File: src/rtl/aes_ct_output_buffer.sv
// Ciphertext output FIFO: stores 128-bit blocks, streams each as four 32-bit words MSW first.
// Latency: a block pushed at edge N presents word 0 in the cycle after edge N.
// Backpressure: words hold while out_ready=0; pushes into a full buffer are dropped and flag overflow.
module aes_ct_output_buffer #(
  parameter int DEPTH = 4,
  parameter int CNT_W = 3
) (
  input  logic              clk,
  input  logic              rst,
  input  logic              CTValid,
  input  logic [127:0]      CipherText,
  output logic [31:0]       out_data,
  output logic              out_valid,
  input  logic              out_ready,
  output logic              out_last,
  output logic              buf_full,
  output logic              buf_empty,
  output logic [CNT_W-1:0]  count,
  output logic              overflow,
  input  logic              clr_ovf
);

  localparam int AW = (DEPTH > 1) ? $clog2(DEPTH) : 1;
  localparam logic [CNT_W-1:0] FULL_CNT = CNT_W'(DEPTH);

  logic [127:0]  mem [DEPTH];
  logic [AW-1:0] wr_ptr;
  logic [AW-1:0] rd_ptr;
  logic [1:0]    word_idx;
  logic [127:0]  head;
  logic          push;
  logic          pop;
  logic          xfer;
  logic          ovf_evt;

  // Status is derived from the count register only, so CTValid never reaches out_valid.
  assign buf_empty = (count == '0);
  assign buf_full  = (count == FULL_CNT);
  assign out_valid = !buf_empty;
  assign out_last  = out_valid && (word_idx == 2'd3);

  assign push    = CTValid && !buf_full;
  assign ovf_evt = CTValid && buf_full;
  assign xfer    = out_valid && out_ready;
  assign pop     = xfer && (word_idx == 2'd3);

  assign head = mem[rd_ptr];

  always_comb begin
    out_data = '0;
    if (out_valid) begin
      case (word_idx)
        2'd0:    out_data = head[127:96];
        2'd1:    out_data = head[95:64];
        2'd2:    out_data = head[63:32];
        default: out_data = head[31:0];
      endcase
    end
  end

  // Storage needs no reset; stale entries are never visible because out_data is gated by out_valid.
  always_ff @(posedge clk) begin
    if (push) begin
      mem[wr_ptr] <= CipherText;
    end
  end

  always_ff @(posedge clk or posedge rst) begin
    if (rst) begin
      wr_ptr   <= '0;
      rd_ptr   <= '0;
      word_idx <= '0;
      count    <= '0;
      overflow <= 1'b0;
    end else begin
      if (push) begin
        wr_ptr <= wr_ptr + AW'(1);
      end
      if (xfer) begin
        word_idx <= word_idx + 2'd1;
      end
      if (pop) begin
        rd_ptr <= rd_ptr + AW'(1);
      end
      case ({push, pop})
        2'b10:   count <= count + CNT_W'(1);
        2'b01:   count <= count - CNT_W'(1);
        default: count <= count;
      endcase
      // A fresh overflow wins over a simultaneous clear.
      if (ovf_evt) begin
        overflow <= 1'b1;
      end else if (clr_ovf) begin
        overflow <= 1'b0;
      end
    end
  end

endmodule

File: config.mk
export PLATFORM = sky130hd
export DESIGN_NAME = aes_ct_output_buffer
export DESIGN_NICKNAME = d
export VERILOG_FILES = /design/src/rtl/aes_ct_output_buffer.sv
export SDC_FILE = /design/constraint.sdc
export NUM_CORES = 1
export LEC_CHECK = 0
export ABC_AREA = 1
export BUFFER_PORTS_ARGS = -buffer_cell sky130_fd_sc_hd__buf_2
export CAP_MARGIN = 20
export CORE_MARGIN = 2
export CORE_UTILIZATION = 54
export DETAILED_ROUTE_END_ITERATION = 10
export HOLD_SLACK_MARGIN = 0.06
export PLACE_DENSITY = 0.87
export SETUP_SLACK_MARGIN = 0.15
export SLEW_MARGIN = 5
export SYNTH_ARGS = -nofsm -noshare
export SYNTH_HDL_FRONTEND = slang
export SYNTH_SLANG_ARGS = --single-unit
File: constraint.sdc
create_clock -name clk -period 6.15 [get_ports clk]
set_input_delay 0.3075 -clock clk [delete_from_list [all_inputs] [get_ports clk]]
set_output_delay 0.3075 -clock clk [all_outputs]
set_load 0.005 [all_outputs]
# Yosys cells after proc, flatten, opt, wreduce, memory -nomap -nowiden
# Memories as Yosys holds them, arrays and structs flattened.
# Cells that the tools add are included.
[classes]
add_sub_neg = 5
n_eq_ne = 6
n_mux = 7
reduce_logical = 11
[ops]
columns = ["cell", "n"]
rows = [
  ["$pmux 32 s3", 1],
  ["$mux 32", 1],
  ["$add 2x1->2 const B", 3],
  ["$eq 2x2->1 const B", 3],
  ["$pmux 3 s2", 1],
  ["$logic_and 1x1->1", 5],
  ["$eq 2x1->1 const B", 2],
  ["$mux 1", 4],
  ["$reduce_bool 2->1", 2],
  ["$add 3x1->3 const B", 1],
  ["$eq 3x3->1 const B", 1],
  ["$logic_not 3->1", 1],
  ["$sub 3x1->3 const B", 1],
  ["$logic_not 1->1", 2],
  ["$logic_not 2->1", 1],
]
[word_totals]
ff_bits = 10
mem_bits_rw = 512
out_inout_bits = 40
elab_cells = 35
n_memories = 1
[mem_list]
columns = ["name", "depth", "width", "read_ports", "rd_clocked_by_memory_dff", "write_ports", "line_no", "rtl"]
rows = [
  ["mem", 4, 128, 1, 0, 1, "26", "logic [127:0] mem [DEPTH];"],
]

# Longest topological paths before layout
# Gate-level depths: netlist of the first run.
[depth]
depth_word = 6
ltp_mapped = 11
mapped_depth_nobuf = 11

# Worst setup path before layout of the first run
# Ideal clock, no wire load.
[synth_timing]
kind = "reg-to-reg"
start = "register count[0]"
end = "memory mem[0][0] (enable)"
arrival_ns = 6.056
required_time_ns = 5.533
setup_slack_ns = -0.523
path_stages_with_launch = 5
path_buffers = 0
path_cell_list = "dfrtp_1 inv_1 nand3_1 nand2_1 nor2_1"
[synth_between]
elab_chain_len = 5
[synth_lines]
columns = ["item", "line_no", "rtl"]
rows = [
  ["start: declaration", "18", "output logic [CNT_W-1:0] count,"],
  ["start signal: assignment", "86", "2'b10: count <= count + CNT_W'(1);"],
  ["start signal: assignment", "87", "2'b01: count <= count - CNT_W'(1);"],
  ["start signal: assignment", "88", "default: count <= count;"],
  ["$eq 3x3->1", "38", "assign buf_full = (count == FULL_CNT);"],
  ["$logic_not 1->1", "42", "assign push = CTValid && !buf_full;"],
  ["$logic_and 1x1->1", "42", ""],
  ["$mux 1", "63", "if (push) begin"],
  ["$mux 1 (implied by the code)", "64", "mem[wr_ptr] <= CipherText;"],
  ["end: declaration", "26", ""],
]
# Every way passes these cells.

# Worst setup path after layout of the first run
[layout_timing]
start = "register rd_ptr[1]"
end = "output port out_data[18]"
[layout_between]
elab_chain_len = 3
[layout_lines]
columns = ["item", "line_no", "rtl"]
rows = [
  ["start: declaration", "28", "logic [AW-1:0] rd_ptr;"],
  ["start signal: assignment", "83", "rd_ptr <= rd_ptr + AW'(1);"],
  ["$mem_v2 4x128", "-", ""],
  ["$pmux 32 s3", "52", "case (word_idx)"],
  ["$mux 32", "51", "if (out_valid) begin"],
  ["end: declaration", "12", "output logic [31:0] out_data,"],
]
# Every way passes these cells.

==> impl_metrics.toml, run 1 <==
[logic_synthesis]
synth_top_area_share_pct = 69.75
syn-cell-area_mm2 = 0.02204
synth-edff-count = 512
ys_ff_latch = 522
synth_fp_nets = 2173
netlist-cell-type-count = 19
ys_seq_area_share_pct = 70.88
ys_warn_count = 0
synth_common_cells = "nand2_1 (583), edfxtp_1 (512), inv_1 (275)"
synth_cells = 2029
yosysMostFrequentCell = "nand2_1"
async_flop_share_pct = 1.916
synth_area_leaders = "edfxtp_1 (70%), nand2_1 (9.9%), nand3_1 (5.1%)"
synth_area_per_cell_um2 = 10.86
synth-main-ff-cell = "edfxtp_1"
synth_top_area_cell = "edfxtp_1"

[global_route]
antenna_found_initial = 6
grt_pass1_vias = 16260
overflow = 0
track_usage_pct = 28.94
grt_pass1_wl_mm = 92.14
grt_max_degree = 129

[worst_setup_path]
reg2reg_from = "count[1]"
cp_slowest_cell = "inv_4"
cp.arrival_ns = 4.04
reg2reg_to = "mem[0][127]"
crit_fanout = 71
rrSetupSlack_ns = 3.15
cp.required_ns = 5.84
crit_path_end_kind = "primary output"
setup.worst_path.start = "rd_ptr[1]"
ff2ff_path_depth = 5
path_cells = "inv_4 > buf_4 > o21ai_0 > nor2_1 > o21ai_0 > nor2_1 > buf_2"
max_stage_delay_ns = 0.79
start_kind = "flip-flop"
critPathKind = "reg2out"

[drt]
wl_per_cell_um = 21.35
drc_errors = 0
first_pass_iters = 6
routed_wl_mm = 61.48
drtIter0Drc = 2111
vias_per_cell = 5.701
postRouteAntennaNets = 0
num_vias = 16418

[placed_design]
placedInstanceArea_mm2 = 0.02322
place_inst = 2649
gp_congestion = 0.8409
io_buffers = 172
hpwl_mm = 32.94
pre_cts_ws_ns = 2.763

[cts]
htreeDepth = 2
cts_tree = "done"
cts_buffers = 51
path_clk_slew_ns = 0.06
cts.sinks = 522
cts_resized = 0
ctsLongestPathBuffers = 3
cts_setup_buffers = 0
insertion_delay_ns = 0.59
root_buffer = "clkbuf_16"

[cells_and_area]
post-route-util_pct = 65.05
fill_cells = 2720
fin_nets = 2447
fin_cells = 2880
area_growth_pct = 19.68
drive_gt1_share_pct = 12.03
fin_area_mm2 = 0.02638

[floorplanning]
pin_count = 173
die_h_um = 206.0
dieWidth_um = 206.0
initial_utilization_pct = 54.36
dieArea_mm2 = 0.04245
rows = 74
core_area_mm2 = 0.04055

[status]
run_status = "finished clean"

[sta]
relSlewSlack_pct = 36.29
hold_slack_ns = 0.08841
setup_violations = 0
slew_violations = 0
final_hold_viol_count = 0
worst_pin_slew_ns = 0.9556
period_share_pct = 70.66
timing.fmax_mhz = 230.1
rsz0062_at_grt = "false"
skew_ns = 0.01839
setup_tns_ns = 0
setup_ws_ns = 1.805
fin_crit_ns = 4.345

[power_and_ir_drop]
leakagePower_nw = 11.07
ir_worst_vdd_mv = 0.4694
power_mw = 12.91
powerDensity_mw_per_mm2 = 489.2

[hold_path]
min_to = "word_idx[1]"
min_path_type = "in2reg"
holdPathStages = 3
min_from = "out_ready"

[job]
cap_violations = 0
## layout by cell type, fill, tap and decap left out, drive strengths merged
cell type and n:
nor2 170, edfxtp 512, ha 10, xor2 5, fa 1, inv 276, clkbuf 61, dfrtp 10
buf 193, bufinv 10, dlygate4sd3 131, clkinvlp 5, o21ai 130, nand2 583, clkinv 19, nand3 226
a21oi 2, diode 3, xnor2 1
## layout make-up
| cell class | count | area (µm²) | share of cell area [%] |
|---|---|---|---|
| Antenna cell | 3 | 7.507 | 0.02846 |
| Clock buffer | 61 | 1376 | 5.217 |
| Clock inverter | 34 | 422.9 | 1.603 |
| Inverter | 276 | 1044 | 3.955 |
| Multi-Input combinational cell | 1128 | 4846 | 18.37 |
| Sequential cell | 522 | 15630 | 59.26 |
| Tap cell | 532 | 665.6 | 2.523 |
| Timing Repair Buffer | 324 | 2387 | 9.049 |
## worst max path at each step
stage                     slack (ns)            to  cells after the start
after floorplan                -0.52     mem[0][0]                      4
after CTS                       2.09  out_data[18]                      7
after detailed placement        2.76  out_data[16]                      9
final                           1.80  out_data[18]                      7
after global placement          2.75  out_data[29]                      8
after global routing            1.82   out_data[1]                     10
## worst max-delay path, delay by kind of cell (launching register included)
family | cells | cell delay (ns)
simple gates | 2 | 0.48
compound gates | 2 | 0.42
flops | 1 | 0.75
buf+inv | 3 | 1.68
## per-layer routing
metal  vias up  part of all wire [%]  GRT usage (%)
li1       7206                     -              -
met1      7783                    34          35.80
met2      1207                    50          49.72
met3       216                    10          4.920
met4         6                   5.0          13.67
met5         -                 0.059              0
## registers in the layout (all words and copies together) (netlist names)
signal and cells:
wr_ptr 2, word_idx 2, mem 512, count 3, overflow 1, rd_ptr 2
## power by group
part | total (mW) | switching (mW) | leakage [nW] | internal (mW)
clock network | 3.38 | 1.36 | 0.872 | 2.01
logic | 4.53 | 3.25 | 5.40 | 1.27
registers | 5.00 | 0.315 | 4.80 | 4.69
## timing repair
item / CTS / global route
setup endpoints to repair: 0 / 0
endpoints found under the hold margin: 523 / 0
hold buffers: 131 / 0
## cells by family after synthesis
kind of cell               Yosys count  synth area share, %
adders and majority gates           11               0.6584
and+or+nand+nor                    979                17.95
DFF                                522                70.88
xor gates and xnor gates             6               0.2384
buffers and inverters              379                7.271
AOI/OAI and AO/OA                  132                2.997
Note: power is estimated with default switching activity, not from simulation.
==> run 2: changes to the inputs <==
clock period = 3.6 ns   (was 6.15 ns; I/O delays follow)
==> impl_metrics.toml, run 2 (synthesis results as in run 1) <==
[drt]
num_vias = 16178
drc_errors = 0
vias_per_cell = 5.606
drtIter0Drc = 2109
routed_wl_mm = 60.08
postRouteAntennaNets = 0
first_pass_iters = 8
wl_per_cell_um = 20.82

[power_and_ir_drop]
power.share.switching_pct = 38.82
power_mw = 21.57
sequentialPowerShare_pct = 39.1
power.switching_mw = 8.372
comb_power_share_pct = 36.8
powerDensity_mw_per_mm2 = 820.6
p_clk_share_pct = 24.1
leakagePower_nw = 11.00
ir_worst_vdd_mv = 0.6136
intPower_mw = 13.20

[worst_setup_path]
cp.arrival_ns = 3.08
start_kind = "flip-flop"
crit_fanout = 72
reg2reg_to = "mem[1][23]"
critPathKind = "reg2out"
rrSetupSlack_ns = 1.14
ff2ff_path_depth = 5
reg2reg_from = "count[1]"
path_cells = "inv_6 > buf_12 > nand2_1 > nand3_1 > nand2_1 > nand2_1 > nand2_1 > nor2_1 > nor2_1 > buf_2"
crit_path_end_kind = "primary output"
cp_common_cell = "nand2_1"
max_stage_delay_ns = 0.51
cp.required_ns = 3.42
cp_slowest_cell = "dfrtp_4"

[cts]
cts.sinks = 522
ctsLongestPathBuffers = 3
root_buffer = "clkbuf_16"
cts_buffers = 50
cts_tree = "done"
path_clk_slew_ns = 0.06
insertion_delay_ns = 0.62
htreeDepth = 2

[status]
run_status = "finished clean"

[cells_and_area]
drive_gt1_share_pct = 11.46
top_regs = "mem: 512 flops, count: 3 flops"
area_growth_pct = 19.24
fin_cells = 2886
fin_nets = 2452
largest_register = "mem"
fill_cells = 2705
fin_area_mm2 = 0.02628
final_cell_mix = "nand2_1 (583), edfxtp_1 (512), inv_1 (274)"
post-route-util_pct = 64.81
mostFrequentLayoutCell = "nand2_1"
largest_register_ffs = 512

[floorplanning]
pin_count = 173
initial_utilization_pct = 54.36
rows = 74
core_area_mm2 = 0.04055
dieArea_mm2 = 0.04245
die_h_um = 206.0
dieWidth_um = 206.0

[placed_design]
placedInstanceArea_mm2 = 0.02336
place_inst = 2656
gp_congestion = 0.7699
io_buffers = 172
hpwl_mm = 33.43

[sta]
final_hold_viol_count = 0
relSlewSlack_pct = 32.80
skew_ns = 0.03025
rsz0062_at_grt = "false"
slew_violations = 0
timing.fmax_mhz = 306.4
hold_slack_ns = 0.1512
period_share_pct = 90.66
setup_violations = 0
worst_pin_slew_ns = 1.008
fin_crit_ns = 3.264

[global_route]
grt_max_degree = 170
overflow = 0
track_usage_pct = 28.28
grt_pass1_vias = 16065
antenna_found_initial = 4
grt_pass1_wl_mm = 90.05

[hold_path]
min_path_type = "in2async"

[job]
cap_violations = 0
==> run 2: changes by cell type in the layout (fill, tap and decap cells not counted), sizes merged <==
cell	change
clkbuf	+12
clkinv	-7
bufinv	-6
buf	+5
clkinvlp	-3
diode	+3
dlygate4sd3	+1
inv	+1
==> run 2: per-layer routing <==
layer	track usage, %	vias up	wire length, µm
met3	5.692	186	5977
met5	0	-	0
met1	35.13	7728	21360
met2	47.57	1043	29870
met4	13.78	0	2876
li1	-	7221	-
==> run 2: how the worst max path moves through the flow <==
stage,from,end,cells past startpoint
2_1_floorplan,count[0],mem[0][0],4
3_3_place_gp,rd_ptr[1],out_data[0],7
3_5_place_dp,rd_ptr[1],out_data[0],7
4_1_cts,rd_ptr[1],out_data[20],7
5_1_grt,rd_ptr[0],out_data[15],10
6_report,rd_ptr[0],out_data[15],10
==> run 2: cell type report <==
| type | instances | area (µm²) | share of cell area [%] |
|---|---|---|---|
| sequential | 522 | 15630 | 59.48 |
| clock inverter | 19 | 220.2 | 0.8378 |
| multi-input combinational | 1128 | 4846 | 18.44 |
| tap | 532 | 665.6 | 2.532 |
| antenna | 6 | 15.01 | 0.05712 |
| inverter | 276 | 1046 | 3.980 |
| clock buffer | 73 | 1369 | 5.208 |
| timing repair buffer | 330 | 2490 | 9.473 |
==> run 2: worst max-delay path, delay by kind of cell (launching register included) <==
family / cells / cell delay, ns
buffers and inverters: 3 / 0.99
and+or+nand+nor: 7 / 0.95
DFF: 1 / 0.51
==> run 2: power groups by stage <==
stage | Combinational (mW) | Clock, mW | Sequential (mW)
after global placement | 7.15 | 0 | 8.45
after CTS | 7.69 | 5.19 | 8.40
final | 7.94 | 5.20 | 8.42
after detailed placement | 7.41 | 0 | 8.51
after global routing | 8.58 | 5.42 | 8.50
after floorplan | 4.91 | 0 | 8.44
==> run 2: per-stage QoR <==
stage	TNS [ns]	worst slack, ns
5_1_grt	0	0.2612
6_report	0	0.3362
2_1_floorplan	-487.76	-0.9527
3_5_place_dp	0	0.9509
4_1_cts	0	0.2653
3_3_place_gp	0	0.9102
==> run 2: what timing repair did <==
action / in CTS / in global routing
hold buffers: 132 / 0
gates resized for setup: 0 / 1
setup buffers: 0 / 0
endpoints found under the setup margin: 0 / 2
hold endpoints to repair: 525 / 0
